File: src/rtl/reaction_pkg.sv
// Shared types and widths for the reaction-time round controller.
package reaction_pkg;

    typedef enum logic [2:0] {
        IDLE,
        SEED,
        WAIT_RAND,
        GO,
        DONE,
        FAULT
    } state_e;

    localparam int RES_W_DEF = 14;
    localparam int DELAY_W   = 16;

endpackage

File: src/rtl/ms_tick_gen.sv
// Millisecond prescaler: one-cycle tick every TICKS_PER_MS cycles.
module ms_tick_gen #(
    parameter int TICKS_PER_MS = 50000
) (
    input  logic clk,
    input  logic rst,
    input  logic clr,
    output logic tick
);

    localparam int CW = (TICKS_PER_MS > 2) ? $clog2(TICKS_PER_MS) : 1;
    localparam logic [CW-1:0] TERM = CW'(TICKS_PER_MS - 1);

    logic [CW-1:0] cnt_q;
    logic [CW-1:0] cnt_d;

    always_comb begin
        tick  = (cnt_q == TERM);
        cnt_d = (clr || tick) ? '0 : cnt_q + CW'(1);
    end

    always_ff @(posedge clk or posedge rst) begin
        if (rst) begin
            cnt_q <= '0;
        end else begin
            cnt_q <= cnt_d;
        end
    end

endmodule

File: src/rtl/reaction_round_ctrl.sv
// One reaction-time round: seed from LFSR, random wait, GO, measure, report.
module reaction_round_ctrl
    import reaction_pkg::*;
#(
    parameter int TICKS_PER_MS   = 50000,
    parameter int MIN_DELAY_MS   = 1000,
    parameter int DELAY_SCALE_MS = 16,
    parameter int MAX_MS         = 9999,
    parameter int RES_W          = RES_W_DEF
) (
    input  logic             clk,
    input  logic             rst,
    input  logic             start_btn,
    input  logic             react_btn,
    input  logic [7:0]       lfsr_out,
    input  logic             lfsr_cenable,
    output logic             lfsr_stop,
    output logic             led_go,
    output logic             busy,
    output logic [RES_W-1:0] result_ms,
    output logic             result_valid,
    output logic             timeout,
    output logic             false_start,
    output logic [RES_W-1:0] best_ms
);

    localparam logic [RES_W-1:0] MAX_L = RES_W'(MAX_MS);

    state_e state_q, state_d;

    logic               start_prev_q, react_prev_q;
    logic               start_edge, react_edge;
    logic               entering, tick;
    logic [DELAY_W-1:0] delay_q, delay_d;
    logic [RES_W-1:0]   ms_cnt_q, ms_cnt_d, cnt_inc;
    logic [RES_W-1:0]   result_q, result_d;
    logic [RES_W-1:0]   best_q, best_d;
    logic               timeout_q, timeout_d;
    logic               fstart_q, fstart_d;
    logic               rv_q, rv_d;

    assign start_edge = start_btn & ~start_prev_q;
    assign react_edge = react_btn & ~react_prev_q;
    assign entering   = (state_d != state_q);
    assign cnt_inc    = ms_cnt_q + RES_W'(1);

    // Prescaler restarts on every state entry so each wait is whole ms.
    ms_tick_gen #(
        .TICKS_PER_MS(TICKS_PER_MS)
    ) u_tick (
        .clk (clk),
        .rst (rst),
        .clr (entering),
        .tick(tick)
    );

    always_ff @(posedge clk or posedge rst) begin
        if (rst) begin
            state_q <= IDLE;
        end else begin
            state_q <= state_d;
        end
    end

    always_comb begin
        state_d = state_q;
        unique case (state_q)
            IDLE: begin
                if (start_edge) state_d = SEED;
            end
            SEED: begin
                if (lfsr_cenable) state_d = WAIT_RAND;
            end
            WAIT_RAND: begin
                if (react_edge) begin
                    state_d = FAULT;
                end else if (tick && delay_q <= DELAY_W'(1)) begin
                    state_d = GO;
                end
            end
            GO: begin
                if (react_edge) begin
                    state_d = DONE;
                end else if (tick && cnt_inc >= MAX_L) begin
                    state_d = DONE;
                end
            end
            DONE, FAULT: begin
                if (start_edge) state_d = SEED;
            end
            default: state_d = IDLE;
        endcase
    end

    always_comb begin
        lfsr_stop = (state_q == SEED);
        led_go    = (state_q == GO);
        busy      = (state_q == SEED) || (state_q == WAIT_RAND) ||
                    (state_q == GO);
    end

    always_comb begin
        delay_d   = delay_q;
        ms_cnt_d  = ms_cnt_q;
        result_d  = result_q;
        timeout_d = timeout_q;
        fstart_d  = fstart_q;
        best_d    = best_q;
        if (entering && state_d == SEED) begin
            result_d  = '0;
            timeout_d = 1'b0;
            fstart_d  = 1'b0;
        end
        if (state_q == SEED && lfsr_cenable) begin
            delay_d = DELAY_W'(MIN_DELAY_MS +
                               int'(lfsr_out) * DELAY_SCALE_MS);
        end
        if (state_q == WAIT_RAND) begin
            if (react_edge) begin
                fstart_d = 1'b1;
            end else if (tick && delay_q != '0) begin
                delay_d = delay_q - DELAY_W'(1);
            end
        end
        if (state_q == GO) begin
            if (tick) ms_cnt_d = cnt_inc;
            // A press landing on a tick counts that tick, so MAX_MS is reachable.
            if (react_edge) begin
                result_d = tick ? cnt_inc : ms_cnt_q;
            end else if (tick && cnt_inc >= MAX_L) begin
                result_d  = MAX_L;
                timeout_d = 1'b1;
            end
        end
        if (entering && state_d == GO) ms_cnt_d = '0;
        rv_d = entering && (state_d == DONE);
        if (rv_d && !timeout_d && result_d < best_q) best_d = result_d;
    end

    always_ff @(posedge clk or posedge rst) begin
        if (rst) begin
            start_prev_q <= 1'b0;
            react_prev_q <= 1'b0;
            delay_q      <= '0;
            ms_cnt_q     <= '0;
            result_q     <= '0;
            timeout_q    <= 1'b0;
            fstart_q     <= 1'b0;
            best_q       <= '1;
            rv_q         <= 1'b0;
        end else begin
            start_prev_q <= start_btn;
            react_prev_q <= react_btn;
            delay_q      <= delay_d;
            ms_cnt_q     <= ms_cnt_d;
            result_q     <= result_d;
            timeout_q    <= timeout_d;
            fstart_q     <= fstart_d;
            best_q       <= best_d;
            rv_q         <= rv_d;
        end
    end

    assign result_ms    = result_q;
    assign result_valid = rv_q;
    assign timeout      = timeout_q;
    assign false_start  = fstart_q;
    assign best_ms      = best_q;

endmodule
File: config.mk
export PLATFORM = sky130hd
export DESIGN_NAME = reaction_round_ctrl
export DESIGN_NICKNAME = d
export VERILOG_FILES = /design/src/rtl/reaction_pkg.sv /design/src/rtl/ms_tick_gen.sv /design/src/rtl/reaction_round_ctrl.sv
export SDC_FILE = /design/constraint.sdc
export NUM_CORES = 1
export LEC_CHECK = 0
export CAP_MARGIN = 5
export CORE_ASPECT_RATIO = 1.2
export CORE_MARGIN = 10
export CORE_UTILIZATION = 50
export DETAILED_ROUTE_END_ITERATION = 16
export GPL_ROUTABILITY_DRIVEN = 1
export HOLD_SLACK_MARGIN = 0.15
export PLACE_DENSITY = 0.8
export SLEW_MARGIN = 20
export SYNTH_ARGS = -nofsm -noshare
export SYNTH_HDL_FRONTEND = slang
export SYNTH_SLANG_ARGS = --single-unit
export TNS_END_PERCENT = 20
File: constraint.sdc
create_clock -name clk -period 5.1 [get_ports clk]
set_input_delay 0.765 -clock clk [delete_from_list [all_inputs] [get_ports clk]]
set_output_delay 0.765 -clock clk [all_outputs]
set_load 0.01 [all_outputs]
==> flow_metrics.py, run 1 <==
metrics = {
    "floorplan": {
        "rows": 39,
        "dieArea_um2": 14330,
        "chipWidth_um": 111.0,
        "ios": 47,
        "core_area_um2": 9613,
        "start_util": 0.5165,
        "die_h_um": 129.2,
    },
    "clocking": {
        "cts_tree": "done",
        "cts_root_buf": "clkbuf_16",
        "clk_pin_slew_ps": 60,
        "clock_latency_ps": 340,
        "cts_buffers": 9,
        "clk_path_buf_depth": 2,
        "hold_buffers": 0,
        "clock_sinks": 82,
        "cts_max_level": 3,
    },
    "power": {
        "powerDensity_nw_per_um2": 506.5,
        "irDropWorstVdd_mv": 0.3112,
        "p_leak_nw": 2.407,
        "power_mw": 2.994,
    },
    "layout": {
        "diodes": 0,
        "synthToLayoutAreaGrowth_pct": 19.05,
        "fin_nets": 610,
        "multiInputGateArea_um2": 2695,
        "fill_cells": 797,
        "drive_above_1_share": 0.1475,
        "stdcell_count": 706,
        "utilization": 0.6149,
        "seq_area_um2": 2071,
    },
    "yosys": {
        "yosys.area_share.simple": 0.2346,
        "syn-num-nets": 556,
        "synth_mux_area_frac": 0.04511,
        "synth_compound_area_frac": 0.1331,
        "synth_common_cells": "dfrtp_1, nor2_1, nand2_1",
        "netlist.area_leader.share": 0.3427,
        "yosys.area_share.adder": 0.04788,
        "synth-xor-area-share": 0.07586,
        "synth-edff-count": 0,
        "synthCells": 524,
        "synth_top_family_by_area": "simple AND/OR/NAND/NOR gates",
        "avgSynthCellArea_um2": 9.475,
        "ys_ff_latch": 82,
        "ys_seq_area_frac": 0.4168,
        "synth_warnings": 0,
        "synth_area_leader_cell": "dfrtp_1",
        "post_synth_num_cell_types": 67,
        "synth_most_common_cell": "dfrtp_1",
        "ys_top_cells_by_area": "dfrtp_1, dfstp_2, nor2_1",
        "syn-cell-area_um2": 4965,
        "synthArstFlopShare": 1.000,
        "dominantRegCellSynth": "dfrtp_1",
    },
    "global_route": {
        "grt_max_degree": 46,
        "grt_overflow_total": 0,
        "grt_pass1_wl_um": 20450,
        "antenna_found_initial": 0,
        "grt_pass1_vias": 4139,
        "grt_usage": 0.1682,
    },
    "setup_path": {
        "path_class": "reg -> reg",
        "slowest_delay_ps": 450,
        "critical_path_buf_inv_count": 3,
        "cp-start-kind": "flop",
        "cpLargestDelayFamily": "compound AO/OA/AOI/OAI gates",
        "crit_fanout": 15,
        "cp-end-kind": "flop",
        "slowest_stage": "dfrtp_2",
        "crit_chain": "ha_1 -> buf_4 -> nand2b_1 -> o21ai_0 -> a21oi_1 -> o221ai_2 -> a32oi_4 -> o21ai_1 -> buf_4 -> o32ai_1 -> ha_1 -> a21o_1 -> a21o_1 -> a21oi_1 -> nor2_1 -> a2111oi_1 -> o21ai_1 -> a311oi_4 -> buf_6 -> mux2_2",
        "cp.required_ps": 5370,
        "arrival_ps": 5080,
    },
    "hold_path": {
        "hold_class": "reg -> reg",
    },
    "sta": {
        "slew_viol_final": 0,
        "setup_ws_ps": 284.3,
        "fin_crit_ps": 4816,
        "rsz0062_at_grt": "false",
        "worst_pin_slew_ps": 1003,
        "maxSlewHeadroom": 0.3292,
        "fin_worst_skew_ps": 8.751,
        "holdWs_ps": 458.2,
        "fin_crit_sh": 0.9443,
        "setup_viol": 0,
        "max_freq_mhz": 207.7,
        "hold_viol": 0,
    },
    "run": {
        "maxCapViolations": 0,
    },
    "routing": {
        "routed_wl_um": 12390,
        "drtIter0Drc": 348,
        "ant_nets": 0,
        "dr.pass1.iters": 7,
        "viasPerCell": 5.909,
        "vias": 4172,
        "wire_per_inst_um": 17.54,
        "drcViolationCount": 0,
    },
    "placed_design": {
        "io_buffers": 46,
        "post-place-ws_ps": -218.1,
        "hpwl_um": 8981,
        "place_inst": 689,
        "gp_congestion": 0.8972,
    },
    "outcome": {
        "status": "finished clean",
    },
}
-- worst register-to-register path: stages (launching register included) --
cell,delay (ps)
dfrtp_2,450
ha_1,210
buf_4,190
nand2b_1,160
o21ai_0,150
a21oi_1,110
o221ai_2,240
a32oi_4,190
o21ai_1,400
buf_4,230
o32ai_1,170
ha_1,230
a21o_1,170
a21o_1,170
a21oi_1,140
nor2_1,60
a2111oi_1,400
o21ai_1,220
a311oi_4,250
buf_6,240
mux2_2,360
-- cell type report --
class                   count  share of cell area
repair buffers             66              0.1039
inverters                  28             0.01799
flip-flops and latches     82              0.3503
clock inverters             6            0.006986
well taps                 123             0.02604
clock buffers              10             0.03874
multi-input cells         391              0.4560
-- worst paths after layout --
kind	slack, ps	cells after the start	start	endpoint
worst max-delay path	280	20	ms_cnt_q[1]	best_ms[12]
max in group asynchronous	3230	3	rst	ms_cnt_q[1]
worst min-delay path	460	1	u_tick.cnt_q[0]	u_tick.cnt_q[0]
worst max register to register	280	20	ms_cnt_q[1]	best_ms[12]
min in group asynchronous	820	2	rst	u_tick.cnt_q[12]
worst min register to register	460	1	u_tick.cnt_q[0]	u_tick.cnt_q[0]
-- cell usage in the layout (no fill, tap or decap), types with 9 or more instances in the layout --
cell type,count
xnor2_1,19
nand2_1,52
buf_4,19
nand3_1,20
o21ai_0,19
dfrtp_1,67
mux2_4,10
a21oi_1,17
clkbuf_16,9
dfstp_2,14
inv_1,27
ha_1,19
clkdlybuf4s50_1,46
nor3_1,16
nand4_1,15
nor2_1,65
and3_1,10
xor2_1,24
-- sequential cells by signal (all words and copies together) (netlist names) --
name / count
state_q: 3
result_ms: 14
timeout: 1
u_tick.cnt_q: 16
false_start: 1
ms_cnt_q: 14
best_ms: 14
start_prev_q: 1
result_valid: 1
react_prev_q: 1
delay_q: 16
-- per-layer routing --
| layer | vias to the layer above | wire, µm | GRT usage | part of all wire |
|---|---|---|---|---|
| met1 | 2045 | 5138 | 0.1995 | 0.41 |
| met3 | 35 | 627 | 0.02955 | 0.051 |
| met2 | 137 | 6298 | 0.2934 | 0.51 |
| li1 | 1955 | - | - | - |
| met5 | - | 0 | 0 | 0 |
| met4 | 0 | 321 | 0.07439 | 0.026 |
-- per-stage QoR --
step                TNS, ps  area (µm²)
floorplan                 0        4965
global placement          0        5597
detailed placement    -2398        5597
CTS                       0        5877
global route              0        5911
finish                    0        5911
-- report_power, final --
| group | leakage [nW] | switching [mW] | internal (mW) |
|---|---|---|---|
| logic | 1.24 | 0.681 | 0.614 |
| clock network | 0.127 | 0.264 | 0.330 |
| registers | 1.04 | 0.245 | 0.860 |
| total | 2.41 | 1.19 | 1.80 |
-- cells by family (layout without fill, tap and decap cells) --
| family | Yosys count | in the layout |
|---|---|---|
| AND/OR/NAND/NOR | 225 | 225 |
| AO/OA/AOI/OAI | 87 | 87 |
| flip-flops | 82 | 82 |
| buffers and inverters | 51 | 110 |
| XOR/XNOR | 43 | 43 |
| adder cells (fa/ha/maj) | 19 | 19 |
| multiplexers | 17 | 17 |
-- timing repair --
action	4_1_cts	5_1_grt
setup endpoints to repair	13	13
buffers inserted	0	1
resized for setup	4	7
Power figures use the tool's default switching activity.
==> inputs of run 2 (changes only) <==
--- a/config.mk
+++ b/config.mk
@@ -11,2 +11,3 @@
 export CORE_UTILIZATION = 50
+export CTS_CLUSTER_DIAMETER = 80
 export DETAILED_ROUTE_END_ITERATION = 16
==> constraint.sdc (replaced) <==
create_clock -name clk -period 5.1 [get_ports clk]
set_input_delay 1.02 -clock clk [delete_from_list [all_inputs] [get_ports clk]]
set_output_delay 1.02 -clock clk [all_outputs]
set_load 0.01 [all_outputs]
==> run 2 against run 1 <==
Net effect:
- wire length shrank 2.2%
- maximum frequency down 0.23%
- total power is 2.2% higher
- critical path depth decreased by 1
- highest routed layer unchanged
- critical endpoint unchanged
- core utilization rose by 0.77 points
==> flow_metrics.py, run 2 (synthesized netlist as in run 1, its figures left out) <==
metrics = {
    "clocking": {
        "hold_buffers": 0,
        "clk_path_buf_depth": 2,
        "clock_latency_ps": 330,
        "cts_max_level": 3,
        "cts_buffers": 9,
        "clk_pin_slew_ps": 60,
        "clock_sinks": 82,
        "cts_tree": "done",
        "cts_root_buf": "clkbuf_16",
    },
    "global_route": {
        "grt_pass1_vias": 4176,
        "grt_usage": 0.1694,
        "antenna_found_initial": 0,
        "grt_max_degree": 44,
        "grt_pass1_wl_um": 20590,
        "grt_overflow_total": 0,
    },
    "floorplan": {
        "chipWidth_um": 111.0,
        "rows": 39,
        "die_h_um": 129.2,
        "core_area_um2": 9613,
        "ios": 47,
        "dieArea_um2": 14330,
        "start_util": 0.5165,
    },
    "power": {
        "p_leak_nw": 2.458,
        "power_mw": 3.060,
        "irDropWorstVdd_mv": 0.3343,
        "powerDensity_nw_per_um2": 511.4,
    },
    "layout": {
        "multiInputGateArea_um2": 2673,
        "drive_above_1_share": 0.1557,
        "fin_area_um2": 5984,
        "diodes": 0,
        "utilization": 0.6225,
        "reg_top3": "delay_q (16), u_tick.cnt_q (16)",
        "stdcell_count": 714,
        "synthToLayoutAreaGrowth_pct": 20.54,
        "fill_cells": 748,
        "seq_area_um2": 2072,
        "final_cell_mix": "nor2_1, dfrtp_1, nand2_1, clkdlybuf4s50_1",
        "fin_nets": 618,
    },
    "routing": {
        "dr.pass1.iters": 5,
        "wire_per_inst_um": 16.96,
        "vias": 4092,
        "routed_wl_um": 12110,
        "drcViolationCount": 0,
        "viasPerCell": 5.731,
        "ant_nets": 0,
        "drtIter0Drc": 235,
    },
    "placed_design": {
        "gp_congestion": 0.9685,
        "io_buffers": 46,
        "postPlaceCellArea_um2": 5662,
        "place_inst": 696,
        "hpwl_um": 8713,
    },
    "sta": {
        "slew_viol_final": 0,
        "hold_viol": 0,
        "maxSlewHeadroom": 0.3164,
        "fin_crit_ps": 4827,
        "fin_crit_sh": 0.9465,
        "max_freq_mhz": 207.2,
        "setup_viol": 0,
        "holdWs_ps": 463.8,
        "worst_pin_slew_ps": 1022,
        "fin_worst_skew_ps": 6.879,
        "rsz0062_at_grt": "false",
    },
    "setup_path": {
        "arrival_ps": 5090,
        "cp-start-kind": "input pin",
        "worst-r2r-setup-slack_ps": 320,
        "slowest_stage": "clkdlybuf4s50_1",
        "cp-end-kind": "flop",
        "r2r_start": "ms_cnt_q[0]",
        "crit_top_cell": "a21o_1",
        "crit_fanout": 13,
        "slowest_delay_ps": 470,
        "cp.required_ps": 5360,
        "path_class": "in -> reg",
        "crit_chain": "clkdlybuf4s50_1 -> nor2b_1 -> mux2i_1 -> o211ai_1 -> a31oi_1 -> a21o_1 -> a211oi_1 -> buf_4 -> o32ai_2 -> ha_1 -> a21o_1 -> a21o_1 -> a21oi_1 -> nor2_1 -> a2111oi_1 -> o21ai_1 -> a311oi_4 -> buf_12 -> mux2_2",
        "crit_path_start": "start_btn",
    },
    "run": {
        "maxCapViolations": 0,
    },
    "outcome": {
        "status": "finished clean",
    },
    "hold_path": {
        "hold_class": "reg -> reg",
        "min-delay-start": "u_tick.cnt_q[0]",
    },
}
==> run 2: per-layer routing <==
layer  share of wire  vias up  track usage  routed length (µm)
met3           0.040       27      0.04017                 488
met2            0.51      120       0.2972                6156
met5               0        -            0                   0
met1            0.42     1972       0.1992                5144
li1                -     1973            -                   -
met4           0.027        0      0.05828                 321
==> run 2: layout make-up <==
cell class	instances	area share
Clock buffer	10	0.03826
Inverter	28	0.01777
Clock inverter	6	0.01129
Multi-Input combinational cell	391	0.4466
Tap cell	123	0.02572
Sequential cell	82	0.3462
Timing Repair Buffer	74	0.1142
==> run 2: final timing paths <==
check                                   end  cells after the start
max                             best_ms[12]                     19
min                         u_tick.cnt_q[0]                      1
max reg2reg                     best_ms[12]                     19
min reg2reg                 u_tick.cnt_q[0]                      1
max in group asynchronous        best_ms[1]                      3
min in group asynchronous  u_tick.cnt_q[11]                      2
==> run 2: timing repair <==
action	4_1_cts	5_1_grt
endpoints found under the setup margin	0	13
buffers inserted	0	2
resized for setup	0	6
==> run 2: power breakdown <==
group,switching (mW),internal [mW]
clock,0.266,0.380
sequential,0.249,0.861
combinational,0.666,0.639
==> run 2: per-stage QoR <==
step,worst slack [ps],setup TNS (ps)
2_1_floorplan,306.1,0
3_3_place_gp,46.51,0
3_5_place_dp,-147.0,-1410
4_1_cts,37.71,0
5_1_grt,22.44,0
6_report,272.9,0
==> run 2: critical path: cells and delay by family <==
kind                       cells  cell delay, ps
AOI/OAI and AO/OA             11            2130
muxes                          2             460
and+or+nand+nor                2             300
buffers and inverters          3             850
adders and majority gates      1             320
==> inputs of run 3 (changes only) <==
Settings changed: ABC_AREA set to 0, HOLD_SLACK_MARGIN 0.15 to unset.
Clock period 5.1 ns to 4.6 ns, I/O delays scaled along.
==> run 3 against run 2 <==
Net effect:
- core utilization rose by 4.0 points
- via count rose by 4.0%
- first-iteration DRC count fell by 29%
- final area rose by 6.5%
- register-to-register slack got worse by 210 ps
- clock-buffer cell count rose by 1
==> flow_metrics.py, run 3 (synthesized netlist as in run 1, its figures left out) <==
metrics = {
    "routing": {
        "vias": 4255,
        "wire_per_inst_um": 17.10,
        "dr.pass1.iters": 5,
        "drtIter0Drc": 168,
        "routed_wl_um": 12720,
        "drcViolationCount": 0,
        "ant_nets": 0,
        "viasPerCell": 5.719,
    },
    "global_route": {
        "antenna_found_initial": 0,
        "grt_overflow_total": 0,
        "grt_pass1_wl_um": 20670,
        "grt_max_degree": 47,
        "grt_pass1_vias": 4330,
        "grt_usage": 0.1721,
    },
    "placed_design": {
        "hpwl_um": 9177,
        "post-place-ws_ps": -564.3,
        "gp_congestion": 0.9449,
        "io_buffers": 46,
    },
    "sta": {
        "fin_worst_skew_ps": 4.036,
        "max_freq_mhz": 222.9,
        "setup_viol": 0,
        "fin_crit_sh": 0.9755,
        "rsz0062_at_grt": "true",
        "finalSetupTns_ps": 0,
        "setup_ws_ps": 112.7,
        "maxSlewHeadroom": 0.3447,
        "hold_viol": 0,
        "worst_pin_slew_ps": 979.3,
        "slew_viol_final": 0,
        "fin_crit_ps": 4487,
    },
    "clocking": {
        "cts_max_level": 3,
        "cts_tree": "done",
        "clock_sinks": 82,
        "clk_pin_slew_ps": 60,
        "clk_path_buf_depth": 2,
        "cts_buffers": 9,
        "hold_buffers": 0,
        "clock_latency_ps": 340,
        "cts_root_buf": "clkbuf_16",
    },
    "setup_path": {
        "cp-end-kind": "flop",
        "cp.required_ps": 4870,
        "r2r_end": "best_ms[11]",
        "path_class": "reg -> reg",
        "r2r_start": "ms_cnt_q[0]",
        "arrival_ps": 4750,
        "r2r_cells": 19,
        "crit_fanout": 6,
        "worst-r2r-setup-slack_ps": 110,
        "cp-start-kind": "flop",
    },
    "hold_path": {
        "hold_class": "reg -> reg",
        "min-delay-start": "u_tick.cnt_q[0]",
        "min_to": "u_tick.cnt_q[0]",
        "min_path_cells": 1,
    },
    "floorplan": {
        "chipWidth_um": 111.0,
        "start_util": 0.5165,
        "dieArea_um2": 14330,
        "rows": 39,
        "core_area_um2": 9613,
        "ios": 47,
        "die_h_um": 129.2,
    },
    "layout": {
        "fill_cells": 713,
        "final_common_cell": "dfrtp_1",
        "multiInputGateArea_um2": 2818,
        "fin_nets": 648,
        "synthToLayoutAreaGrowth_pct": 28.35,
        "reg_top3": "delay_q (16), u_tick.cnt_q (16)",
        "diodes": 0,
        "seq_area_um2": 2071,
        "final_cell_mix": "dfrtp_1, nor2_1, buf_4, nand2_1, clkdlybuf4s50_1",
        "drive_above_1_share": 0.2254,
    },
    "power": {
        "p_leak_nw": 2.679,
        "powerDensity_nw_per_um2": 586.1,
        "irDropWorstVdd_mv": 0.2838,
    },
    "outcome": {
        "status": "finished clean",
    },
    "run": {
        "maxCapViolations": 0,
    },
}
[run 3: where the power goes]
group          switching, mW  internal [mW]  leakage [nW]
Combinational          0.912          0.905          1.48
Sequential             0.225          0.954          1.04
Clock                  0.292          0.447         0.151
[run 3: what timing repair did]
item                       4_1_cts  5_1_grt
gates resized for setup         16       20
pin swaps                        7       14
buffers inserted                 6        2
setup endpoints to repair       13       13
[run 3: metal layers]
layer	part of all wire	wire length [µm]	global-route usage	vias up
met1	0.41	5172	0.1920	2052
met3	0.047	592	0.03278	29
met4	0.027	339	0.06595	0
met5	0	0	0	-
met2	0.52	6619	0.3181	132
li1	-	-	-	2042
[run 3: cell type report]
| cell class | count | area share |
|---|---|---|
| clock buffer | 11 | 0.03966 |
| tap | 123 | 0.02415 |
| sequential | 82 | 0.3250 |
| inverter | 28 | 0.01669 |
| clock inverter | 5 | 0.008247 |
| multi-input combinational | 391 | 0.4422 |
| timing repair buffer | 104 | 0.1441 |
[run 3: worst max path at each step]
stage                            from     endpoint  slack, ps  depth (start not counted)
after floorplan             react_btn  best_ms[10]         60                         17
after global placement      start_btn  best_ms[11]       -370                         19
after detailed placement    start_btn  best_ms[11]       -560                         19
after CTS                   react_btn  best_ms[11]         40                         18
after global routing      ms_cnt_q[0]  best_ms[13]       -100                         19
final                     ms_cnt_q[0]  best_ms[11]        110                         19
[run 3: through the flow]
step,total power [mW],utilization,area [µm²],cells,hold WS [ps]
2_1_floorplan,2.118,-,4970,524,425.1
3_5_place_dp,2.784,0.6069,5834,720,448.8
5_1_grt,3.969,0.6629,6372,744,481.7
4_1_cts,3.633,0.6499,6247,742,456.9
3_3_place_gp,2.739,0.6069,5834,720,438.4
6_report,3.735,0.6629,6372,744,462.1
[run 3: critical path: stages (launching register included)]
cell and delay [ps]:
dfrtp_1 360, ha_2 200, and3_4 200, buf_4 120
nand4b_1 140, o311ai_2 130, o221ai_2 190, a32oi_4 360
a211oi_2 110, buf_4 180, o32ai_2 290, ha_1 290
and4_1 220, a21oi_2 150, nand2_1 110, a2111oi_4 420
o21ai_2 140, a311oi_4 290, buf_6 180, mux2_2 330
==> edit 1, RTL diff (config.mk and constraints of run 1) <==
`result_q` no longer has a reset.
--- a/src/rtl/reaction_round_ctrl.sv
+++ b/src/rtl/reaction_round_ctrl.sv
@@ -145,3 +145,2 @@
             ms_cnt_q     <= '0;
-            result_q     <= '0;
             timeout_q    <= 1'b0;
@@ -155,3 +154,2 @@
             ms_cnt_q     <= ms_cnt_d;
-            result_q     <= result_d;
             timeout_q    <= timeout_d;
@@ -161,2 +159,6 @@
         end
+    end
+
+    always_ff @(posedge clk) begin
+        result_q <= result_d;
     end
Behaviour: same outputs for any inputs over 10 cycles, from zero or initial values and one cycle with rst high; that may be too few to reach the edited logic, so the function may still have changed.
==> edit 1 against run 1 <==
- worst setup slack worse by 0.064 ns
- largest power group unchanged
- global-route usage down 0.73 points
- utilization down 1.4 points
- clock skew about the same
- non-clock buffer count down 7
- combinational power down 5%
- sequential power down 4%
- design area down 8.1%
- count of clock-buffer cells in the layout down 1
- die area down 6.1%
- critical path type unchanged
- wire length down 14%
- sequential cell count unchanged
- synthesized area down 7.3%
- total power down 8.4%
==> edit 1: results (changes against run 1) <==
{
  "detailroute.via_count": {"value": 3749, "change": "-10%"},
  "maximum_number_of_pins_on_one_net_before_global_route_repair": {"value": 38, "change": "-17%"},
  "worst-path-max-fanout": {"value": 10, "change": "-5"},
  "clockRootBuffer": {"value": "clkbuf_8"},
  "sequential_to_total_area_share_from_yosys_stat": {"value": 43.4, "unit": "%", "change": "+1.7 points"},
  "drtIter0Drc": {"value": 152, "change": "-56%"},
  "arrival": {"value": 5.18, "unit": "ns", "change": "+0.10 ns"},
  "vias_per_cell": {"value": 5.61, "change": "-5.0%"},
  "drt-wirelength-per-cell": {"value": 16.0, "unit": "µm", "change": "-8.6%"},
  "post-dp-hpwl": {"value": 7.93, "unit": "mm", "change": "-12%"},
  "clock-skew-final": {"value": 0.00858, "unit": "ns", "change": "-0.000168 ns"},
  "layout-drive-gt1-share": {"value": 16.4, "unit": "%", "change": "+1.7 points"},
  "dr.pass1.iters": {"value": 4, "change": "-3"},
  "p_leak": {"value": 2.19, "unit": "nW", "change": "-9.1%"},
  "grt_pass1_wl": {"value": 17.9, "unit": "mm", "change": "-13%"},
  "worstHoldPathCells": {"value": 1, "change": "unchanged"},
  "post_dp_cell_area": {"value": 5190, "unit": "µm²", "change": "-7.3%"},
  "synth_common_cells": {"value": "nor2_1, dfrtp_1, nand2_1, xnor2_1, inv_1"},
  "r2r_setup_slack": {"value": 0.22, "unit": "ns", "change": "-0.06 ns"},
  "r2r_cells": {"value": 19, "change": "-5.0%"},
  "cts.clk_slew.worst_paths": {"value": 0.09, "unit": "ns", "change": "+0.03 ns"},
  "worst_rel_slew_slack": {"value": 37.4, "unit": "%", "change": "+4.5 points"},
  "outcome": {"value": "finished clean"},
  "r2r_end": {"value": "best_ms[13]"},
  "placedCellCount": {"value": 650, "change": "-5.7%"},
  "ys_top_cells_by_area": {"value": "dfrtp_1, dfstp_2, nor2_1"},
  "synthesis.nets": {"value": 527, "change": "-5.2%"},
  "netlist_instances": {"value": 495, "change": "-5.5%"},
  "ir_worst_vdd": {"value": 0.000269, "unit": "V", "change": "-13%"},
  "worst_skew_pair.late_latency": {"value": 0.37, "unit": "ns", "change": "+0.03 ns"},
  "gpl.final_weighted_congestion": {"value": 0.956, "change": "+6.5%"}
}
-- edit 1: cell types whose count changed after synthesis, sizes merged, moves of 9 or more --
cell | before | now
xnor2 | 19 | 35
nor2 | 69 | 84
dfxtp | 0 | 14
xor2 | 24 | 15
nand2 | 52 | 41
dfrtp | 68 | 54
-- edit 1: logic make-up after synthesis --
family / share of synthesized area, %
and+or+nand+nor: 21.8
DFF: 43.4
AOI/OAI and AO/OA: 12.0
xor gates and xnor gates: 9.51
buffers and inverters: 4.27
adders and majority gates: 5.16
muxes: 3.83
-- edit 1: worst max path at each step --
stage                   to         from  slack (ns)
4_1_cts        best_ms[10]  ms_cnt_q[1]        0.04
3_3_place_gp   best_ms[13]  ms_cnt_q[0]        0.34
2_1_floorplan  best_ms[10]  ms_cnt_q[0]        0.24
6_report       best_ms[13]  ms_cnt_q[1]        0.22
3_5_place_dp   best_ms[10]  ms_cnt_q[1]        0.12
5_1_grt         best_ms[5]  ms_cnt_q[1]       -0.03
-- edit 1: layer usage --
metal  GRT usage [%]  up-vias  wire length [µm]
met2            25.9      105              5160
met4            8.19        0               351
li1                -     1815                 -
met5               0        -                 0
met1            19.4     1798              4610
met3            3.85       31               581
-- edit 1: what timing repair did --
action	CTS	global route
buffers inserted	0	1
endpoints found under the setup margin	0	13
resized for setup	0	14
-- edit 1: area by class of cell --
class / instances / area (µm²)
Clock buffer: 9 / 124
Clock inverter: 7 / 58.8
Fill cell: 769 / 3600
Inverter: 23 / 86.3
Multi-Input combinational cell: 368 / 2450
Sequential cell: 82 / 2000
Tap cell: 120 / 150
Timing Repair Buffer: 59 / 558
-- edit 1: stage by stage --
step                      total power, W  setup slack (ns)  hold slack [ns]
final                            0.00274             0.220            0.470
after detailed placement         0.00225             0.122            0.457
after global placement           0.00221             0.336            0.456
after global routing             0.00294           -0.0267            0.499
after floorplan                  0.00182             0.238            0.430
after CTS                        0.00271            0.0405            0.473
-- edit 1: power by group through the flow --
| stage | combinational [W] | clock (W) | sequential [W] |
|---|---|---|---|
| global placement | 0.00116 | 0 | 0.00106 |
| CTS | 0.00120 | 0.000463 | 0.00105 |
| global route | 0.00136 | 0.000494 | 0.00109 |
| floorplan | 0.000799 | 0 | 0.00102 |
| detailed placement | 0.00119 | 0 | 0.00106 |
| finish | 0.00123 | 0.000451 | 0.00106 |
-- edit 1: worst max-delay path: stages, from the launching register on --
cell and delay (ns):
dfrtp_2 0.48, ha_2 0.23, and3_1 0.24, or3_1 0.38, a221oi_2 0.24, o41a_1 0.28
o21ai_4 0.14, nor2b_1 0.17, o2bb2ai_1 0.21, ha_1 0.32, a21o_1 0.17, a21o_1 0.18
a21oi_1 0.13, o21ai_0 0.10, a21o_1 0.19, a2111oi_2 0.38, nand2_1 0.15, a31oi_2 0.23
clkbuf_4 0.24, mux2_2 0.34
==> edit 2, RTL diff (settings of run 1) <==
Without the edit above. `TICKS_PER_MS` is set to 50000 in 2 places; all go to 100000.
--- a/src/rtl/ms_tick_gen.sv
+++ b/src/rtl/ms_tick_gen.sv
@@ -2,3 +2,3 @@
 module ms_tick_gen #(
-    parameter int TICKS_PER_MS = 50000
+    parameter int TICKS_PER_MS = 100000
 ) (
--- a/src/rtl/reaction_round_ctrl.sv
+++ b/src/rtl/reaction_round_ctrl.sv
@@ -4,3 +4,3 @@
 #(
-    parameter int TICKS_PER_MS   = 50000,
+    parameter int TICKS_PER_MS   = 100000,
     parameter int MIN_DELAY_MS   = 1000,
Function: no difference found for any inputs over 10 cycles, from zero or initial values and one cycle with rst high; that may be too few to reach the edited logic, so the function may still have changed.
==> edit 2 against run 1 <==
- die area up 2.8%
- synthesized area up 3.4%
- via count grew 2.6%
- utilization down 2.2 points
- wire length shrank 0.17%
- design area rose by 0.44%
- sequential cell count up 1
- worst setup slack better by 0.13 ns
- global-route usage decreased by 0.082 points
- total power down 1.7%
- largest cell class unchanged
- largest power group unchanged
- highest routed layer unchanged
==> edit 2: results (changes against run 1) <==
{
  "gr-usage-all-layers": {"value": 16.7, "unit": "%", "change": "-0.082 points"},
  "met1Wirelength": {"value": 5.10, "unit": "mm", "change": "-0.78%"},
  "placedCellCount": {"value": 709, "change": "+2.9%"},
  "yosys-mux-area-fraction": {"value": 3.68, "unit": "%", "change": "-0.83 points"},
  "synthesis.nets": {"value": 595, "change": "+7.0%"},
  "synth.distinct_cells": {"value": 71, "change": "+6.0%"},
  "worst_slew_pin_slew": {"value": 0.788, "unit": "ns", "change": "-0.214 ns"},
  "layout-drive-gt1-share": {"value": 10.3, "unit": "%", "change": "-4.4 points"},
  "n_fill_cell": {"value": 874, "change": "+9.7%"},
  "r2r_cells": {"value": 16, "change": "-20%"},
  "grtUsageMet3": {"value": 3.65, "unit": "%", "change": "+0.69 points"},
  "drtIter0Drc": {"value": 189, "change": "-46%"},
  "wl_met2": {"value": 6.29, "unit": "mm", "change": "-0.13%"},
  "postCtsResizedCells": {"value": 0, "change": "-4"},
  "worstHoldStart": {"value": "delay_q[11]"},
  "multi_input_gate_area_in_the_final_layout": {"value": 2770, "unit": "µm²", "change": "+2.9%"},
  "top_regs": {"value": "u_tick.cnt_q (17), delay_q (16)"},
  "p_leak": {"value": 2.49, "unit": "nW", "change": "+3.6%"},
  "clkCellAreaFrac": {"value": 4.85, "unit": "%", "change": "+0.27 points"},
  "clock-skew-final": {"value": 0.00765, "unit": "ns", "change": "-0.00110 ns"},
  "grt_pass1_wl": {"value": 20.6, "unit": "mm", "change": "+0.57%"},
  "timing.hold.ws": {"value": 0.515, "unit": "ns", "change": "+0.0573 ns"},
  "first_global_vias": {"value": 4288, "change": "+3.6%"},
  "gpl.final_weighted_congestion": {"value": 0.891, "change": "-0.75%"},
  "outcome": {"value": "finished clean"},
  "ir_worst_vdd": {"value": 0.000251, "unit": "V", "change": "-19%"},
  "r2r_setup_slack": {"value": 0.41, "unit": "ns", "change": "+0.13 ns"},
  "global_route.usage.met1": {"value": 18.8, "unit": "%", "change": "-1.2 points"},
  "synth_fa_ha_area_share": {"value": 4.63, "unit": "%", "change": "-0.16 points"},
  "ys_top_cells_by_area": {"value": "dfrtp_1, dfstp_2, nor2_1"},
  "nNetsFinal": {"value": 627, "change": "+2.8%"}
}
[edit 2: repair_timing]
item,4_1_cts,5_1_grt
setup endpoints to repair,0,13
buffers inserted,0,1
hold buffers,0,0
[edit 2: stage by stage]
stage | instance area [µm²] | total power, W | setup WS (ns)
after floorplan | 5130 | 0.00190 | 1.10
after global placement | 5630 | 0.00225 | 0.568
after detailed placement | 5630 | 0.00229 | 0.409
after CTS | 5910 | 0.00294 | 0.354
after global routing | 5940 | 0.00314 | 0.0822
final | 5940 | 0.00294 | 0.414
[edit 2: worst max-delay path, cell delays in order (launching register included)]
cell and delay, ns:
dfrtp_1 0.45, ha_1 0.44, nand4_4 0.23, or4_1 0.53
o311a_1 0.15, nor3_2 0.22, or2_1 0.38, a31oi_1 0.21
ha_1 0.34, a21o_1 0.16, a21o_1 0.16, a21o_1 0.18
nor2_1 0.20, a41oi_1 0.22, a21oi_4 0.23, buf_12 0.17
mux2_1 0.33
